### src/rtl/regfile_param_if.sv
// Bus bundle for regfile_param: read ports, write port, debug port and ready.
// master drives requests (datapath/bench), slave is the register file.
interface regfile_param_if #(
    parameter int WIDTH = 32,
    parameter int DEPTH = 32
);
    localparam int AW = (DEPTH > 1) ? $clog2(DEPTH) : 1;

    logic             rd_en;
    logic [AW-1:0]    rd_addr_a;
    logic [AW-1:0]    rd_addr_b;
    logic [WIDTH-1:0] rd_data_a;
    logic [WIDTH-1:0] rd_data_b;
    logic             wr_en;
    logic [AW-1:0]    wr_addr;
    logic [WIDTH-1:0] wr_data;
    logic [AW-1:0]    dbg_addr;
    logic [WIDTH-1:0] dbg_data;
    logic             ready;

    modport master (
        output rd_en, rd_addr_a, rd_addr_b, wr_en, wr_addr, wr_data, dbg_addr,
        input  rd_data_a, rd_data_b, dbg_data, ready
    );

    modport slave (
        input  rd_en, rd_addr_a, rd_addr_b, wr_en, wr_addr, wr_data, dbg_addr,
        output rd_data_a, rd_data_b, dbg_data, ready
    );
endinterface

### src/rtl/regfile_param.sv
// 2-read/1-write register file with reset-driven init sequencer (mem[i] = i).
// Optional macro REGFILE_BYPASS_EN: same-edge write-to-read bypass (write-first).
module regfile_param #(
    parameter int WIDTH    = 32,
    parameter int DEPTH    = 32,
    parameter int ZERO_REG = 1
) (
    input  logic            clk,
    input  logic            rst_n,
    regfile_param_if.slave  bus
);
    localparam int AW = (DEPTH > 1) ? $clog2(DEPTH) : 1;
    localparam logic [AW:0]   DEPTH_L = (AW+1)'(DEPTH);
    localparam logic [AW-1:0] LAST    = AW'(DEPTH - 1);

    typedef enum logic {
        S_INIT = 1'b0,
        S_RUN  = 1'b1
    } state_t;

    state_t           state_q, state_d;
    logic [AW-1:0]    cnt_q, cnt_d;
    logic [WIDTH-1:0] mem [DEPTH];

    logic             mem_we;
    logic [AW-1:0]    mem_waddr;
    logic [WIDTH-1:0] mem_wdata;
    logic             wr_take;
    logic [WIDTH-1:0] rd_a_d, rd_b_d;
    logic [WIDTH-1:0] rd_a_q, rd_b_q;
    logic [WIDTH-1:0] dbg_d;

    function automatic logic addr_ok(input logic [AW-1:0] a);
        return {1'b0, a} < DEPTH_L;
    endfunction

    function automatic logic addr_zero(input logic [AW-1:0] a);
        return (ZERO_REG != 0) && (a == '0);
    endfunction

    // ------------------------------------------------------------------
    // Sequencer FSM
    // ------------------------------------------------------------------
    always_ff @(posedge clk or negedge rst_n) begin
        if (!rst_n) begin
            state_q <= S_INIT;
            cnt_q   <= '0;
        end else begin
            state_q <= state_d;
            cnt_q   <= cnt_d;
        end
    end

    always_comb begin
        state_d = state_q;
        cnt_d   = cnt_q;
        case (state_q)
            S_INIT: begin
                cnt_d = cnt_q + 1'b1;
                if (cnt_q == LAST) begin
                    state_d = S_RUN;
                end
            end
            S_RUN:   state_d = S_RUN;
            default: state_d = S_INIT;
        endcase
    end

    // ------------------------------------------------------------------
    // Write port: sequencer owns the array during INIT, WB port during RUN
    // ------------------------------------------------------------------
    always_comb begin
        wr_take = (state_q == S_RUN) && bus.wr_en &&
                  addr_ok(bus.wr_addr) && !addr_zero(bus.wr_addr);
        mem_we    = 1'b0;
        mem_waddr = '0;
        mem_wdata = '0;
        if (state_q == S_INIT) begin
            // gated by rst_n so a held reset does not keep rewriting mem[0]
            mem_we    = rst_n;
            mem_waddr = cnt_q;
            mem_wdata = addr_zero(cnt_q) ? '0 : WIDTH'(cnt_q);
        end else begin
            mem_we    = wr_take;
            mem_waddr = bus.wr_addr;
            mem_wdata = bus.wr_data;
        end
    end

    always_ff @(posedge clk) begin
        if (mem_we) begin
            mem[mem_waddr] <= mem_wdata;
        end
    end

    // ------------------------------------------------------------------
    // Registered read ports
    // ------------------------------------------------------------------
    always_comb begin
        rd_a_d = '0;
        rd_b_d = '0;
        if (addr_ok(bus.rd_addr_a) && !addr_zero(bus.rd_addr_a)) begin
            rd_a_d = mem[bus.rd_addr_a];
        end
        if (addr_ok(bus.rd_addr_b) && !addr_zero(bus.rd_addr_b)) begin
            rd_b_d = mem[bus.rd_addr_b];
        end
`ifdef REGFILE_BYPASS_EN
        // wr_take already excludes dropped writes, so reg 0 never bypasses
        if (wr_take && (bus.rd_addr_a == bus.wr_addr)) begin
            rd_a_d = bus.wr_data;
        end
        if (wr_take && (bus.rd_addr_b == bus.wr_addr)) begin
            rd_b_d = bus.wr_data;
        end
`endif
    end

    always_ff @(posedge clk or negedge rst_n) begin
        if (!rst_n) begin
            rd_a_q <= '0;
            rd_b_q <= '0;
        end else if ((state_q == S_RUN) && bus.rd_en) begin
            rd_a_q <= rd_a_d;
            rd_b_q <= rd_b_d;
        end
    end

    // ------------------------------------------------------------------
    // Debug port and status
    // ------------------------------------------------------------------
    always_comb begin
        dbg_d = '0;
        if (addr_ok(bus.dbg_addr)) begin
            dbg_d = mem[bus.dbg_addr];
        end
    end

    assign bus.rd_data_a = rd_a_q;
    assign bus.rd_data_b = rd_b_q;
    assign bus.dbg_data  = dbg_d;
    assign bus.ready     = (state_q == S_RUN);

endmodule

### src/flat_wrapper.sv
// flat-port wrapper written by rule: the top's interface ports become plain ports
module regfile_param_flat 
#(
    parameter int WIDTH    = 32,
    parameter int DEPTH    = 32,
    parameter int ZERO_REG = 1
)
  (clk, rst_n, bus_rd_en, bus_rd_addr_a, bus_rd_addr_b, bus_wr_en, bus_wr_addr, bus_wr_data, bus_dbg_addr, bus_rd_data_a, bus_rd_data_b, bus_dbg_data, bus_ready);
  regfile_param_if #(.WIDTH(WIDTH), .DEPTH(DEPTH)) bus_i ();
  input  logic clk;
  input  logic rst_n;
  input wire logic [$bits(bus_i.rd_en)-1:0] bus_rd_en;
  input wire logic [$bits(bus_i.rd_addr_a)-1:0] bus_rd_addr_a;
  input wire logic [$bits(bus_i.rd_addr_b)-1:0] bus_rd_addr_b;
  input wire logic [$bits(bus_i.wr_en)-1:0] bus_wr_en;
  input wire logic [$bits(bus_i.wr_addr)-1:0] bus_wr_addr;
  input wire logic [$bits(bus_i.wr_data)-1:0] bus_wr_data;
  input wire logic [$bits(bus_i.dbg_addr)-1:0] bus_dbg_addr;
  output wire logic [$bits(bus_i.rd_data_a)-1:0] bus_rd_data_a;
  output wire logic [$bits(bus_i.rd_data_b)-1:0] bus_rd_data_b;
  output wire logic [$bits(bus_i.dbg_data)-1:0] bus_dbg_data;
  output wire logic [$bits(bus_i.ready)-1:0] bus_ready;
  assign bus_i.rd_en = bus_rd_en;
  assign bus_i.rd_addr_a = bus_rd_addr_a;
  assign bus_i.rd_addr_b = bus_rd_addr_b;
  assign bus_i.wr_en = bus_wr_en;
  assign bus_i.wr_addr = bus_wr_addr;
  assign bus_i.wr_data = bus_wr_data;
  assign bus_i.dbg_addr = bus_dbg_addr;
  assign bus_rd_data_a = bus_i.rd_data_a;
  assign bus_rd_data_b = bus_i.rd_data_b;
  assign bus_dbg_data = bus_i.dbg_data;
  assign bus_ready = bus_i.ready;
  regfile_param #(.WIDTH(WIDTH), .DEPTH(DEPTH), .ZERO_REG(ZERO_REG)) u_core (.clk(clk), .rst_n(rst_n), .bus(bus_i));
endmodule
### config.mk
export PLATFORM = sky130hd
export DESIGN_NAME = regfile_param_flat
export DESIGN_NICKNAME = d
export VERILOG_FILES = /design/src/rtl/regfile_param_if.sv /design/src/rtl/regfile_param.sv /design/src/flat_wrapper.sv
export SDC_FILE = /design/constraint.sdc
export NUM_CORES = 1
export LEC_CHECK = 0
export ABC_CLOCK_PERIOD_IN_PS = 4650
export BUFFER_PORTS_ARGS = -buffer_cell sky130_fd_sc_hd__buf_2
export CORE_MARGIN = 2
export CORE_UTILIZATION = 40
export DETAILED_ROUTE_END_ITERATION = 12
export GPL_TIMING_DRIVEN = 1
export SLEW_MARGIN = 20
export SYNTH_ARGS = -nofsm -noshare
export SYNTH_HDL_FRONTEND = slang
export SYNTH_SLANG_ARGS = --single-unit
### constraint.sdc
create_clock -name clk -period 4.65 [get_ports clk]
set_clock_uncertainty 0.15 [all_clocks]
set_input_delay 0.93 -clock clk [delete_from_list [all_inputs] [get_ports clk]]
set_output_delay 0.93 -clock clk [all_outputs]
set_load 0.01 [all_outputs]
; After elaboration in Yosys (flattened, before gate mapping)
; Memory sizes are Yosys's and may differ from the RTL's.
; Index checks and enable logic that the tools add are counted.
[word_totals]
register_bits = 70
ramBits = 1024
inputBits = 56
out_inout_bits = 97
elab_cells = 26
n_memories = 1
[memory_table]
columns = name, depth, width, rd, rd_clocked_by_memory_dff, write_ports, line
row1 = u_core.mem, 32, 32, 3, 0, 1, regfile_param.sv:23  ; logic [WIDTH-1:0] mem [DEPTH];
[classes]
add_sub_neg = 1
n_eq_ne = 1
n_mux = 10
bitwise_logic = 1
reduce_logical = 8
[ops]
columns = cell, count
row1 = $mux 32, 3
row2 = $logic_not 5->1, 4
row3 = $mux 5, 2
row4 = $add 5x1->5 const B, 1
row5 = $eq 5x5->1 const B, 1
row6 = $mux 1, 4
row7 = $logic_and 1x1->1, 3
row8 = $pmux 1 s2, 1
row9 = $logic_not 1->1, 1
row10 = $not 1->1, 1

; Logic depth before layout (Yosys ltp)
; Gate-level depths: netlist (run 1).
[depth]
depth_word = 6
depth_mapped = 9
depth_no_buf = 5

; Least setup slack after synthesis (run 1)
; Ideal clock, no wire load.
[synth_timing]
kind = input-to-output
startpoint = input port bus_dbg_addr[0]
endpoint = output port bus_dbg_data[0]
arrival_time_ps = 2729
t_required_ps = 3570
slack_ps = 841
stages = 6
path_buffers = 3
path_cell_list = clkbuf_1 -> buf_6 -> buf_6 -> mux4_2 -> mux4_2 -> mux2_2
[synth_via]
elab_chain_cells = 1
[synth_rtl]
columns = item, line
row1 = "start, declared", flat_wrapper.sv:18  ; input wire logic [$bits(bus_i.dbg_addr)-1:0] bus_dbg_addr;
row2 = $mem_v2 32x32, n/a
row3 = "end, declared", flat_wrapper.sv:21  ; output wire logic [$bits(bus_i.dbg_data)-1:0] bus_dbg_data;
; Every way passes these cells.

; Worst setup path in the final report (run 1)
[layout_timing]
startpoint = input port bus_dbg_addr[0]
endpoint = output port bus_dbg_data[15]
; The elaborated chain is that of the path after synthesis.

==> results of run 1 <==
[sequential cells by signal (all words and copies together) (netlist names)]
signal and count:
u_core.bus.rd_data_a 32, u_core.bus.rd_data_b 32, u_core.mem 1024, u_core.bus.ready 1, u_core.cnt_q 5
[logic make-up after synthesis]
family / after synthesis
flops: 1094
compound gates: 245
simple gates: 238
fa+ha+maj: 3
buf+inv: 314
mux: 1060
xor+xnor: 3
[area by class of cell]
cell class / instances / area, µm²
antenna: 3 / 7.51
clock buffer: 147 / 3200
clock inverter: 75 / 990
fill: 11800 / 77500
inverter: 39 / 149
multi-input combinational: 1549 / 24400
sequential: 1094 / 32500
tap: 1903 / 2380
timing repair buffer: 301 / 2700
[repair_timing]
action,in CTS,in global routing
endpoints found under the hold margin,7,0
hold buffers,1,0
resized for setup,0,0
[power by group through the flow]
stage               Combinational [mW]  Clock, mW  Sequential [mW]
finish                            2.58       10.2             11.0
floorplan                         1.58          0             11.2
global route                      2.70       10.7             11.0
detailed placement                2.56          0             11.2
global placement                  2.54          0             11.2
CTS                               2.57       10.3             11.0
[stage by stage]
| step | hold WS (ps) | util (%) | total power, mW | cell area [µm²] |
|---|---|---|---|---|
| finish | 342 | 46.1 | 23.8 | 66300 |
| global route | 388 | 46.1 | 24.4 | 66300 |
| detailed placement | 336 | 43.2 | 13.8 | 62100 |
| global placement | 332 | 43.2 | 13.7 | 62100 |
| CTS | 350 | 46.1 | 23.9 | 66300 |
| floorplan | 345 | - | 12.8 | 58100 |
[per-layer routing]
layer,global-route usage (%),part of all wire (%),up-vias
li1,-,-,13400
met1,36.5,38,19100
met2,42.6,47,2537
met3,6.25,10,501
met4,11.0,4.5,2
met5,0,0.0065,-
[cells in the final DEF, fill, tap and decap left out, types with 4 or more instances in the layout]
| cell type | instances |
|---|---|
| edfxtp_1 | 1024 |
| mux4_2 | 826 |
| buf_2 | 139 |
| mux2i_1 | 136 |
| clkbuf_16 | 119 |
| mux2_2 | 98 |
| buf_4 | 94 |
| nand2_1 | 88 |
| dfrtp_1 | 69 |
| o221ai_1 | 65 |
| o21ai_0 | 63 |
| o2bb2ai_1 | 59 |
| buf_12 | 58 |
| inv_1 | 37 |
| nand3_1 | 34 |
| nand2b_1 | 33 |
| nor2_4 | 33 |
| o211ai_1 | 29 |
| clkinv_2 | 24 |
| bufinv_16 | 21 |
| and2_1 | 16 |
| clkbuf_1 | 16 |
| and2_2 | 13 |
| clkbuf_8 | 12 |
| clkinv_1 | 11 |
| clkinvlp_4 | 10 |
| o22ai_1 | 7 |
| inv_6 | 6 |
| buf_8 | 6 |
| or2_2 | 5 |
| a21oi_1 | 4 |
| o41ai_1 | 4 |
| a2111oi_0 | 4 |
[critical path: stages]
cell and delay (ps):
buf_8 100, buf_12 220, buf_12 280, mux4_2 530, mux4_2 490, mux2_2 360, buf_2 170
[worst max path at each step]
stage,cells past startpoint,slack (ps),endpoint,start
floorplan,6,840,bus_dbg_data[0],bus_dbg_addr[0]
global placement,7,390,bus_dbg_data[15],bus_dbg_addr[0]
detailed placement,7,400,bus_dbg_data[15],bus_dbg_addr[0]
CTS,7,400,bus_dbg_data[15],bus_dbg_addr[0]
global route,7,340,bus_dbg_data[15],bus_dbg_addr[0]
finish,7,390,bus_dbg_data[15],bus_dbg_addr[0]
==> flow_summary.rst, run 1 <==
.. list-table::
   :header-rows: 1

   * - Metric
     - Value
   * - Post-synth net total
     - 3016
   * - Detail-routed net length per standard cell
     - 39.2 µm
   * - Initial antenna violation count
     - 6
   * - PwrDens
     - 358 mW/mm²
   * - Wire length of the first global-routing pass
     - 281000 µm
   * - Cell type with the highest aggregate area in the netlist
     - edfxtp_1
   * - Worst Min Path Start
     - u_core.bus.rd_data_b[21]
   * - Final non-filler cell total
     - 5111
   * - Skew-Pair Late Insertion Delay
     - 760 ps
   * - Hold Path Cell Cnt
     - 2
   * - Die boundary width
     - 385 µm
   * - Antenna viol nets, final
     - 0
   * - Critical path data arrival time
     - 3180 ps
   * - Syn_area_per_cell
     - 19.6 µm²
   * - Worst ir drop on vdd
     - 304 µV
   * - HPWL reported at the end of detailed placement
     - 117000 µm
   * - Leakage Power
     - 21.3 nW
   * - Top area cells in the synthesized netlist
     - edfxtp_1 53%, mux4_2 32%, dfrtp_1 3.0%, mux2i_1 2.3%, mux2_2 1.9%
   * - TritonCTS clock tree
     - yes
   * - Vias per inst
     - 6.95
   * - Xor and xnor area share after synthesis
     - 0.0453%
   * - Synth Register Bits
     - 1094
   * - Number of I/O port buffers
     - 152
   * - Synth Warn #
     - 0
   * - Net switching power figure
     - 5.72 mW
   * - Total via count after detailed routing
     - 35500
   * - Relative contribution of the clock network to total power
     - 42.9%
   * - Die Outline Area
     - 0.148 mm²
   * - Worst Max-Slew Pin Slew
     - 1080 ps
   * - Share of flip-flops with an asynchronous set or reset after synthesis
     - 6.40%
   * - Layout net count
     - 3162
   * - Simple-gate share of the synthesized area
     - 1.96%
   * - Effective utilization at floorplan
     - 40.4%
   * - Status
     - finished clean
   * - Switch share
     - 24.1%
   * - Number of enable-type register cells in the synthesized netlist
     - 1024
   * - Largest net degree at the start of global routing
     - 71
   * - Setup WS post-layout
     - 394 ps
   * - Area growth, synth to finish
     - 14.3%
   * - Start of the worst register-to-register path
     - u_core.bus.ready
   * - Clock H-tree levels
     - 3
   * - Hold WC Path Type
     - reg2reg
   * - RSZ-0062 raised after global routing
     - no
   * - Setup TNS
     - 0 ps
   * - GR Util All Layers
     - 27.1%
   * - Height of the die
     - 385 µm
   * - Highest attainable clock frequency
     - 235 MHz
   * - Most used standard cells in the synthesized netlist
     - 1024 x edfxtp_1, 826 x mux4_2, 140 x clkbuf_1
   * - Share of the synthesized area in the top cell type
     - 53.0%
   * - Via count of the first global-routing pass
     - 36200
   * - Post CTS Setup Buffer Count
     - 0
   * - FF-to-FF path depth
     - 5
   * - Post-route minimum period
     - 4260 ps
   * - Area of the core
     - 0.144 mm²
   * - Share of the clock period used by the worst path
     - 91.5%
   * - Dominant combinational cell family by area after synthesis
     - multiplexers
   * - Multiplexer area fraction after synthesis
     - 36.3%
   * - Total wire length
     - 200000 µm
   * - Proportion of synthesized chip area in sequential cells
     - 56.0%
   * - Count of distinct cell types in the synthesized netlist
     - 43
   * - Relative contribution of combinational cells to total power
     - 10.8%
   * - Terminus of the critical flop-to-flop path
     - u_core.mem[24][17]
   * - Row count
     - 139
   * - Cells after Synth
     - 2957
   * - Main synth FF type
     - edfxtp_1
   * - Worst setup SP type
     - input port
   * - Setup slack of the worst register-to-register path
     - 1190 ps
   * - Count of endpoints failing hold in the final timing report
     - 0
   * - Initial detailed-routing violation count
     - 5567
   * - Max-Slew Margin vs Limit
     - 27.8%
   * - I/O pin total
     - 153
   * - CP Class
     - in2out
   * - Synthesized-area fraction occupied by adder cells
     - 0.0647%
   * - Clock Pin Slew Worst Setup and Hold Paths
     - 60 ps
   * - Count of maximum capacitance violations
     - 0
   * - Sort of element at the end of the critical path
     - output pin
   * - Detailed-routing iteration count for the pre-antenna-repair pass
     - 7
   * - Final count of negative-setup-slack endpoints
     - 0
   * - CTS Sinks
     - 1094
   * - Syn Std Cell Area
     - 0.0581 mm²
   * - Post-Place Worst Slack
     - 396 ps
   * - Worst Path Required
     - 3570 ps
   * - Area fraction in compound gates after synthesis
     - 3.18%
   * - Share of layout cells above drive strength 1
     - 46.3%
   * - Pins Over Slew Limit
     - 0
   * - Terminating pin of the worst hold path
     - u_core.bus.rd_data_b[21]
   * - Biggest fanout along the worst timing path
     - 25
   * - Cell count after placement
     - 4885
   * - Number of buffers on the longest clock path
     - 3
   * - Placer's final routability congestion estimate
     - 0.835
   * - GRT overflow
     - 0
   * - Internal Power
     - 18.0 mW
   * - Total DRC errors in the routed layout
     - 0
   * - Sequential fraction of design power
     - 46.3%
   * - Number of buffers created by CTS
     - 118
   * - CTS root buffer
     - clkbuf_16
   * - Most frequent cell after synthesis
     - edfxtp_1
No activity file was read; power rests on OpenSTA's default activity.
==> run 2: changes to the inputs <==
- CAP_MARGIN: not set -> 20
- CELL_PAD_IN_SITES_DETAIL_PLACEMENT: not set -> 2
- CELL_PAD_IN_SITES_GLOBAL_PLACEMENT: not set -> 2
- GPL_TIMING_DRIVEN: 1 -> 0
- PLACE_DENSITY_LB_ADDON: not set -> 0.1
==> flow_summary.rst, run 2 (synthesis results as in run 1) <==
.. list-table::
   :header-rows: 1

   * - Metric
     - Value
   * - Start of the worst register-to-register path
     - u_core.bus.ready
   * - Count of maximum capacitance violations
     - 0 (unchanged)
   * - Number of buffers created by CTS
     - 132 (+12%)
   * - Worst Min Path Start
     - u_core.bus.rd_data_a[26]
   * - Setup slack of the worst register-to-register path
     - 520 ps (-670 ps)
   * - Post-Place Worst Slack
     - -609 ps (-1010 ps)
   * - Worst ir drop on vdd
     - 280 µV (-7.7%)
   * - Terminus of the critical flop-to-flop path
     - u_core.mem[27][13]
   * - Critical path data arrival time
     - 3620 ps (+440 ps)
   * - Area of the core
     - 0.144 mm² (unchanged)
   * - Total via count after detailed routing
     - 37500 (+5.5%)
   * - Worst Path Required
     - 3570 ps (about the same)
   * - Biggest fanout along the worst timing path
     - 10 (-60%)
   * - Initial antenna violation count
     - 20 (+14)
   * - Ordered list of cells on the worst path
     - clkbuf_2, buf_2, mux4_2, mux4_2, mux2_2, buf_2
   * - Skew-Pair Late Insertion Delay
     - 790 ps (+30 ps)
   * - Met3 Track Usage GR
     - 7.94% (+1.7 points)
   * - Row count
     - 139 (unchanged)
   * - Terminating pin of the worst hold path
     - u_core.bus.rd_data_a[26]
   * - Utilization of the core after routing
     - 46.9% (+0.77 points)
   * - Post-layout instance area
     - 0.0674 mm² (+1.7%)
   * - Count of endpoints failing hold in the final timing report
     - 0 (unchanged)
   * - Placer's final routability congestion estimate
     - 0.907 (+8.7%)
   * - Worst setup SP type
     - input port
   * - Hold Path Cell Cnt
     - 2 (unchanged)
   * - Most common library cell in the layout ignoring fill and taps
     - edfxtp_1
   * - FF-to-FF path depth
     - 8 (+3)
   * - Worst Max-Slew Pin Slew
     - 1220 ps (+139 ps)
   * - Leakage Power
     - 21.8 nW (+2.4%)
   * - Die Outline Area
     - 0.148 mm² (unchanged)
   * - Total DRC errors in the routed layout
     - 0 (unchanged)
   * - Final count of negative-setup-slack endpoints
     - 3 (+3)
   * - Violations in the final reports
     - negative setup slack
   * - Detailed-routing iteration count for the pre-antenna-repair pass
     - 5 (-2)
   * - Power, Total
     - 24.6 mW (+3.5%)
   * - Slowest cell on the critical path
     - mux4_2
   * - HPWL reported at the end of detailed placement
     - 180000 µm (+54%)
   * - Share of the clock period used by the worst path
     - 101% (+9.6 points)
   * - Kind of cell with the highest combined delay on the critical path
     - multiplexers
   * - Die boundary width
     - 385 µm (unchanged)
   * - Highest attainable clock frequency
     - 213 MHz (-9.5%)
   * - TritonCTS clock tree
     - yes
   * - GRT overflow
     - 0 (unchanged)
   * - Hold WC Path Type
     - reg2reg
   * - Pins Over Slew Limit
     - 0 (unchanged)
   * - Largest net degree at the start of global routing
     - 41 (-42%)
   * - Effective utilization at floorplan
     - 40.4% (unchanged)
   * - CTS root buffer
     - clkbuf_16
   * - Top library cells by usage in the layout, fill and taps aside
     - 1024 x edfxtp_1, 826 x mux4_2, 210 x buf_2, 137 x clkbuf_16, 136 x mux2i_1
   * - Post CTS Setup Buffer Count
     - 0 (unchanged)
   * - Vias per inst
     - 7.06 (+1.6%)
   * - Via count of the first global-routing pass
     - 38800 (+7.2%)
   * - Number of buffers on the longest clock path
     - 3 (unchanged)
   * - Delay of the slowest cell on the worst path
     - 600 ps (+70 ps)
   * - Standard cell area after detailed placement
     - 0.0630 mm² (+1.4%)
   * - Max-Slew Margin vs Limit
     - 18.5% (-9.2 points)
   * - Detail-routed net length per standard cell
     - 46.8 µm (+19%)
   * - Status
     - complete, but fails checks
   * - Antenna viol nets, final
     - 0 (unchanged)
   * - Register with the highest flop count
     - u_core.mem
   * - Setup TNS
     - -117 ps (-117 ps)
   * - RSZ-0062 raised after global routing
     - no
   * - Share of layout cells above drive strength 1
     - 45.6% (-0.70 points)
   * - Total wire length
     - 248000 µm (+24%)
   * - Flip-flop count of the largest register after layout
     - 1024 (unchanged)
   * - Clock H-tree levels
     - 4 (+1)
   * - Number of I/O port buffers
     - 141 (-7.2%)
   * - Post-route minimum period
     - 4700 ps (+445 ps)
   * - Sort of element at the end of the critical path
     - output pin
   * - Setup WS post-layout
     - -51.0 ps (-445 ps)
   * - CTS Sinks
     - 1094 (unchanged)
   * - Wire length of the first global-routing pass
     - 338000 µm (+21%)
   * - Buf+Inv Stages, Crit Path
     - 3 (-1)
   * - Height of the die
     - 385 µm (unchanged)
   * - Met2 track demand over resource
     - 53.7% (+11 points)
   * - Area growth, synth to finish
     - 16.2%
   * - CP Class
     - in2out
   * - Clock Pin Slew Worst Setup and Hold Paths
     - 50 ps (about the same)
   * - Layout net count
     - 3357 (+6.2%)
   * - I/O pin total
     - 153 (unchanged)
   * - GR Util met1
     - 45.7% (+9.2 points)
   * - GR Util All Layers
     - 33.7% (+6.6 points)
   * - Grt peak-use layer
     - met2
   * - PwrDens
     - 365 mW/mm² (+1.8%)
   * - Initial detailed-routing violation count
     - 5967 (+7.2%)
run 2: cell types whose count changed in the layout (fill, tap and decap cells not counted), moves of 9 or more:
cell       delta
and2_2       +13
clkbuf_16    +18
clkbuf_1    +119
bufinv_16     -9
buf_2        +71
buf_12       -33
buf_4        -61
and2_1       -13
buf_6        +11
buf_16       +36
clkbuf_2     +37
buf_1        +14
run 2: metrics by stage:
| stage | hold WS, ps | instances |
|---|---|---|
| 3_3_place_gp | 334 | 5001 |
| 3_5_place_dp | 340 | 5066 |
| 6_report | 354 | 5311 |
| 4_1_cts | 359 | 5304 |
| 2_1_floorplan | 345 | 2957 |
| 5_1_grt | 380 | 5304 |
run 2: final cells by class:
cell class                 count  area (µm²)
buffer                       275        1410
fill                       12600       76400
multi-input combinational   1549       24400
inverter                      39         146
tap                         1903        2380
clock inverter                55         589
timing repair buffer         207        2260
sequential                  1094       32500
clock buffer                 182        3740
antenna                        7        17.5
run 2: timing repair:
item,CTS,global route
endpoints found under the hold margin,30,0
hold buffers,1,0
cloned,0,0
setup endpoints to repair,32,6
resized for setup,28,7
run 2: where the power goes:
part	switching, mW	internal, mW	total (mW)	leakage, nW
combinational	1.84	1.12	2.96	9.59
sequential	0.112	10.9	11.0	10.1
clock	4.37	6.27	10.6	2.12
run 2: how the worst max path moves through the flow:
| stage | startpoint | end | cells past startpoint |
|---|---|---|---|
| after floorplan | bus_dbg_addr[0] | bus_dbg_data[0] | 6 |
| after global placement | rst_n | u_core.mem[8][15] | 5 |
| after detailed placement | bus_dbg_addr[1] | bus_dbg_data[19] | 6 |
| after CTS | bus_dbg_addr[1] | bus_dbg_data[1] | 6 |
| after global routing | bus_dbg_addr[1] | bus_dbg_data[27] | 6 |
| final | bus_dbg_addr[1] | bus_dbg_data[23] | 6 |
run 2: worst reg2reg max path, cell delays in order, from the launching register on:
cell and delay, ps:
dfrtp_1 610, clkbuf_1 380, clkbuf_1 380, nand3_1 120, o21ai_0 160, nand2_1 680, nor2_4 890, buf_16 250
buf_16 180
run 2: metal layers:
layer	vias up	wire length (µm)	share of wire, %
met5	-	211	0.085
met4	4	8600	3.5
met3	441	25600	10
met2	2608	119000	48
met1	20700	95000	38
li1	13700	-	-
